$ cat src/rtl/controle_tiro_nave.sv
// Player shot controller: samples the fire button, launches a single shot
// from the ship's nose, steps it upward at a fixed rate, ends the flight on a
// hit, on player death or at the screen top, then holds a cooldown before the
// next shot may be fired.
//
// state   | meaning
// --------+-----------------------------------------------------------
// OCIOSO  | no shot; waiting for a fresh button press while alive
// VOO     | shot in flight; position steps up every STEP_DELAY clocks
// RECARGA | shot ended; cooldown of COOLDOWN clocks, presses discarded
module controle_tiro_nave #(
    parameter int unsigned STEP_DELAY = 250000,
    parameter int unsigned STEP_PX    = 4,
    parameter int unsigned Y_START    = 488,
    parameter int unsigned Y_TOP      = 40,
    parameter int unsigned NOSE_OFF   = 10,
    parameter int unsigned COOLDOWN   = 25000000
) (
    input  logic        clk,
    input  logic        reset,
    input  logic        btn_C,
    input  logic [10:0] posX_Nave,
    input  logic        vivo_jogador,
    input  logic        acerto,
    output logic [10:0] posX_Municao,
    output logic [10:0] posY_Municao,
    output logic        tiro_ativo,
    output logic        tiro_fim,
    output logic        fim_acerto
);

    typedef enum logic [1:0] {
        OCIOSO  = 2'd0,
        VOO     = 2'd1,
        RECARGA = 2'd2
    } estado_t;

    localparam logic [25:0] STEP_LAST = 26'(STEP_DELAY - 1);
    localparam logic [25:0] COOL_LAST = 26'(COOLDOWN - 1);
    localparam logic [10:0] STEP_PX_W = 11'(STEP_PX);
    localparam logic [10:0] Y_START_W = 11'(Y_START);
    localparam logic [10:0] NOSE_W    = 11'(NOSE_OFF);
    // A step from below this line would cross Y_TOP, so the flight ends instead.
    localparam logic [10:0] Y_LIMIT   = 11'(Y_TOP + STEP_PX);

    estado_t     state_q, state_d;
    logic [25:0] cnt_q, cnt_d;
    logic [10:0] posx_q, posx_d;
    logic [10:0] posy_q, posy_d;
    logic        tiro_fim_q, tiro_fim_d;
    logic        fim_acerto_q, fim_acerto_d;

    logic sync1_q, sync2_q, prev_q;
    logic press;
    logic step;
    logic end_top;

    // Two-flop synchronizer plus edge register; idle level is 1 (button released).
    always_ff @(posedge clk or posedge reset) begin
        if (reset) begin
            sync1_q <= 1'b1;
            sync2_q <= 1'b1;
            prev_q  <= 1'b1;
        end else begin
            sync1_q <= btn_C;
            sync2_q <= sync1_q;
            prev_q  <= sync2_q;
        end
    end

    // Only a 1->0 transition counts, so a button held through RECARGA never fires.
    assign press   = prev_q & ~sync2_q;
    assign step    = (cnt_q == STEP_LAST);
    assign end_top = step && (posy_q < Y_LIMIT);

    // State, counter, position and end-of-flight registers.
    always_ff @(posedge clk or posedge reset) begin
        if (reset) begin
            state_q      <= OCIOSO;
            cnt_q        <= '0;
            posx_q       <= '0;
            posy_q       <= '0;
            tiro_fim_q   <= 1'b0;
            fim_acerto_q <= 1'b0;
        end else begin
            state_q      <= state_d;
            cnt_q        <= cnt_d;
            posx_q       <= posx_d;
            posy_q       <= posy_d;
            tiro_fim_q   <= tiro_fim_d;
            fim_acerto_q <= fim_acerto_d;
        end
    end

    // Next-state logic: launch, stepping, end-of-flight priority and cooldown.
    always_comb begin
        state_d      = state_q;
        cnt_d        = cnt_q;
        posx_d       = posx_q;
        posy_d       = posy_q;
        tiro_fim_d   = 1'b0;
        fim_acerto_d = fim_acerto_q;

        unique case (state_q)
            OCIOSO: begin
                cnt_d = '0;
                if (press && vivo_jogador) begin
                    state_d = VOO;
                    posx_d  = posX_Nave + NOSE_W;
                    posy_d  = Y_START_W;
                end
            end
            VOO: begin
                cnt_d = step ? '0 : cnt_q + 26'd1;
                // Hit beats abort, abort beats reaching the top.
                if (acerto || !vivo_jogador || end_top) begin
                    state_d      = RECARGA;
                    cnt_d        = '0;
                    posx_d       = '0;
                    posy_d       = '0;
                    tiro_fim_d   = 1'b1;
                    fim_acerto_d = acerto;
                end else if (step) begin
                    posy_d = posy_q - STEP_PX_W;
                end
            end
            RECARGA: begin
                if (cnt_q == COOL_LAST) begin
                    state_d = OCIOSO;
                    cnt_d   = '0;
                end else begin
                    cnt_d = cnt_q + 26'd1;
                end
            end
            default: begin
                state_d = OCIOSO;
                cnt_d   = '0;
                posx_d  = '0;
                posy_d  = '0;
            end
        endcase
    end

    assign posX_Municao = posx_q;
    assign posY_Municao = posy_q;
    assign tiro_ativo   = (state_q == VOO);
    assign tiro_fim     = tiro_fim_q;
    assign fim_acerto   = fim_acerto_q;

endmodule

$ cat config.mk
export PLATFORM = sky130hd
export DESIGN_NAME = controle_tiro_nave
export DESIGN_NICKNAME = d
export VERILOG_FILES = /design/src/rtl/controle_tiro_nave.sv
export SDC_FILE = /design/constraint.sdc
export NUM_CORES = 1
export LEC_CHECK = 0
export CORE_UTILIZATION = 59
export DETAILED_ROUTE_END_ITERATION = 10
export HOLD_SLACK_MARGIN = 0.12
export PLACE_DENSITY = 0.92
export SETUP_SLACK_MARGIN = 0.3
export SYNTH_ARGS = -nofsm -noshare
export SYNTH_HDL_FRONTEND = slang
export SYNTH_SLANG_ARGS = --single-unit
export TNS_END_PERCENT = 100
$ cat constraint.sdc
create_clock -name clk -period 7 [get_ports clk]
set_input_delay 0.7 -clock clk [delete_from_list [all_inputs] [get_ports clk]]
set_output_delay 0.7 -clock clk [all_outputs]
set_load 0.01 [all_outputs]
==> reports/metrics.cfg <==
[outcome]
status = finished, final reports clean

[setup_path]
worstPathMaxFanout = 12
crit_type = reg -> reg
r2r_start = posY_Municao[6]$_DFFE_PP0P_
rrSetupSlack_ps = 4310
worstSetupStartpointType = register
cp_data_arrival_time_ps = 2880
rr_endpoint = posX_Municao[8]$_DFFE_PP0P_
cp_data_required_time_ps = 7190
end_kind = register
reg2reg_depth = 5

[drt]
firstDrtPassIters = 4
finalWirelength_mm = 6.23
routedWlPerCell_um = 15.2
drcViolationCount = 0
via_count = 2418
first_iter_violations = 233
route.antenna.remaining_nets = 0
vias_per_cell = 5.90

[yosys]
async_reset_ff_share_pct = 100
synth-edff-count = 0
yosys_warnings = 0
netlist_top_cells_area = dfrtp_1, nor2_1, xor2_1, xnor2_1, mux2i_1
synth_ff_type = dfrtp_1
yosysTopAreaCell = dfrtp_1
synthCells = 306
synth_top_area_share_pct = 42.0
ys_ff_latch = 53
syn_area_per_cell_sq_um = 9.73
synth_cell_types = 56
synth_area_sq_um = 2980
ys_seq_area_share_pct = 44.7

[die]
die_y_um = 73.0
rows = 25
die_w_um = 73.0
initial_core_util_pct = 62.2
io_pins = 41
core_sq_um = 4790
dieArea_sq_um = 5340

[sta]
finalCritPeriodShare_pct = 38.4
setup_ws_ps = 4310
finalSetupViolations = 0
finalMaxSlewViolations = 0
grt_setup_unrepaired = no
max_freq_mhz = 372
hold_viol_final = 0
final.min_clock_period_ps = 2690
skew_ps = 6.05
tightest_slew_ps = 1080
tns_ps = 0
max-slew-margin-rel_pct = 28.2

[placed_design]
hpwl_mm = 4.49
dp_slack_ps = 4130
gp_congestion = 0.943
port_buffers = 38

[min_path]
hold_depth = 0
min_to = sync2_q$_DFF_PP1_
hp-class = reg -> reg
worstHoldStart = sync1_q$_DFF_PP1_

[global_routing]
grt_use_total_pct = 25.4
antenna_found_initial = 0
grt_max_degree = 54
grt_pass1_wl_mm = 10.5
grt_pass1_vias = 2298
busiest_layer = met2
met1_usage_pct = 34.3
gr-total-overflow = 0
met2_usage_pct = 40.4
gr-usage-met3_pct = 5.94

[power_and_ir_drop]
p_sw_share_pct = 36.9
p_per_area_nw_per_um2 = 300
p_leak_nw = 1.41
seqPwrFrac_pct = 39.5
finalPower_mw = 1.04
comb_power_share_pct = 43.8
vdd_drop_max_mv = 0.237
pwr-share-clk_pct = 16.7
switchingPower_uw = 385
p_int_uw = 659

[layout]
final_nets = 365
nFillCells = 355
mostFrequentLayoutCells = dfrtp_1, nor2_1, clkdlybuf4s50_1
antenna_cells = 0
syn_to_final_growth_pct = 16.8
drive_gt1_share_pct = 8.45
final_util_pct = 72.7
final_common_cell = dfrtp_1

[clock_tree]
cts-resized-gates = 0
cts_root_buffer = clkbuf_8
clock_latency_ps = 300
clkTransAtPathRegs_ps = 90
cts.sink_count = 53
cts_setup_buffers = 0
cts_buffers = 5
cts-hold-fix-buffers = 0
cts_buffer_depth = 2
cts_tree = yes
h-tree-depth = 2

[run]
maxCapViolations = 0

==> logic make-up (layout without fill, tap and decap cells) <==
kind of cell             Yosys count  after routing  share of synthesized area, %
flip-flops                        53             53                          44.7
multiplexers                      13             13                          4.96
buffers and inverters             25             61                          4.12
adder cells (fa/ha/maj)            6              6                          2.52
AO/OA/AOI/OAI                     46             46                          10.9
other                              1              2                         0.126
XOR/XNOR                          30             30                          8.82
AND/OR/NAND/NOR                  132            132                          23.9
==> critical path: stages (launching register included) <==
cell	delay [ps]
dfrtp_1	450
or3_4	420
a2111oi_4	610
nand3_4	210
a21oi_4	480
mux2_2	390
==> flip-flops by register name, summed over array words and instances (netlist names) <==
name          count
posX_Municao     11
fim_acerto        1
cnt_q            26
posY_Municao      9
state_q           2
prev_q            1
sync2_q           1
sync1_q           1
tiro_fim          1
==> how the worst max path moves through the flow <==
stage,endpoint,cells past startpoint,startpoint
finish,posX_Municao[8]$_DFFE_PP0P_,5,posY_Municao[6]$_DFFE_PP0P_
global route,posX_Municao[9]$_DFFE_PP0P_,5,posY_Municao[6]$_DFFE_PP0P_
CTS,posX_Municao[8]$_DFFE_PP0P_,5,posY_Municao[6]$_DFFE_PP0P_
detailed placement,cnt_q[4]$_DFF_PP0_,7,vivo_jogador
global placement,cnt_q[8]$_DFF_PP0_,7,vivo_jogador
floorplan,posX_Municao[1]$_DFFE_PP0P_,6,posY_Municao[6]$_DFFE_PP0P_
==> layer usage <==
layer | vias to the layer above | share of wire [%]
met5 | - | 0
met4 | 0 | 2.1
met3 | 16 | 5.9
met2 | 98 | 47
met1 | 1150 | 45
li1 | 1154 | -
==> final cells by class <==
type / instances / area, sq um / area share, %
sequential: 53 / 1330 / 38.3
tap: 67 / 83.8 / 2.41
timing repair buffer: 39 / 388 / 11.2
inverter: 15 / 56.3 / 1.62
multi-input combinational: 229 / 1530 / 44.0
clock inverter: 1 / 7.51 / 0.216
clock buffer: 6 / 82.6 / 2.37
==> synthesized netlist by cell type (2+ instances only) <==
library cell / number
dfrtp_1: 50
nor2_1: 39
nand2_1: 21
xor2_1: 16
inv_1: 15
xnor2_1: 14
nand3_1: 13
o21ai_0: 13
a21oi_1: 10
nor3_1: 9
mux2i_1: 8
and4_1: 7
nand4_1: 7
nor4_1: 7
ha_1: 6
and3_1: 5
and2_1: 4
buf_2: 4
nor3b_1: 4
a211oi_1: 3
clkbuf_1: 3
dfstp_2: 3
mux2_4: 3
o31ai_1: 3
a21o_1: 2
a31oi_1: 2
buf_4: 2
mux2_2: 2
nor4b_1: 2
or2_2: 2
or3_1: 2
==> power groups by stage <==
stage | clock, mW | combinational [mW] | sequential (mW)
CTS | 0.178 | 0.456 | 0.412
finish | 0.174 | 0.458 | 0.413
global route | 0.191 | 0.495 | 0.421
floorplan | 0 | 0.282 | 0.429
detailed placement | 0 | 0.456 | 0.417
global placement | 0 | 0.443 | 0.415
==> per-stage QoR <==
step | instances | instance area [sq um] | hold slack, ps
2_1_floorplan | 307 | 2980 | 345
3_3_place_gp | 403 | 3390 | 347
3_5_place_dp | 403 | 3390 | 347
4_1_cts | 410 | 3480 | 361
5_1_grt | 410 | 3480 | 366
6_report | 410 | 3480 | 360
(Power assumes the default switching activity.)
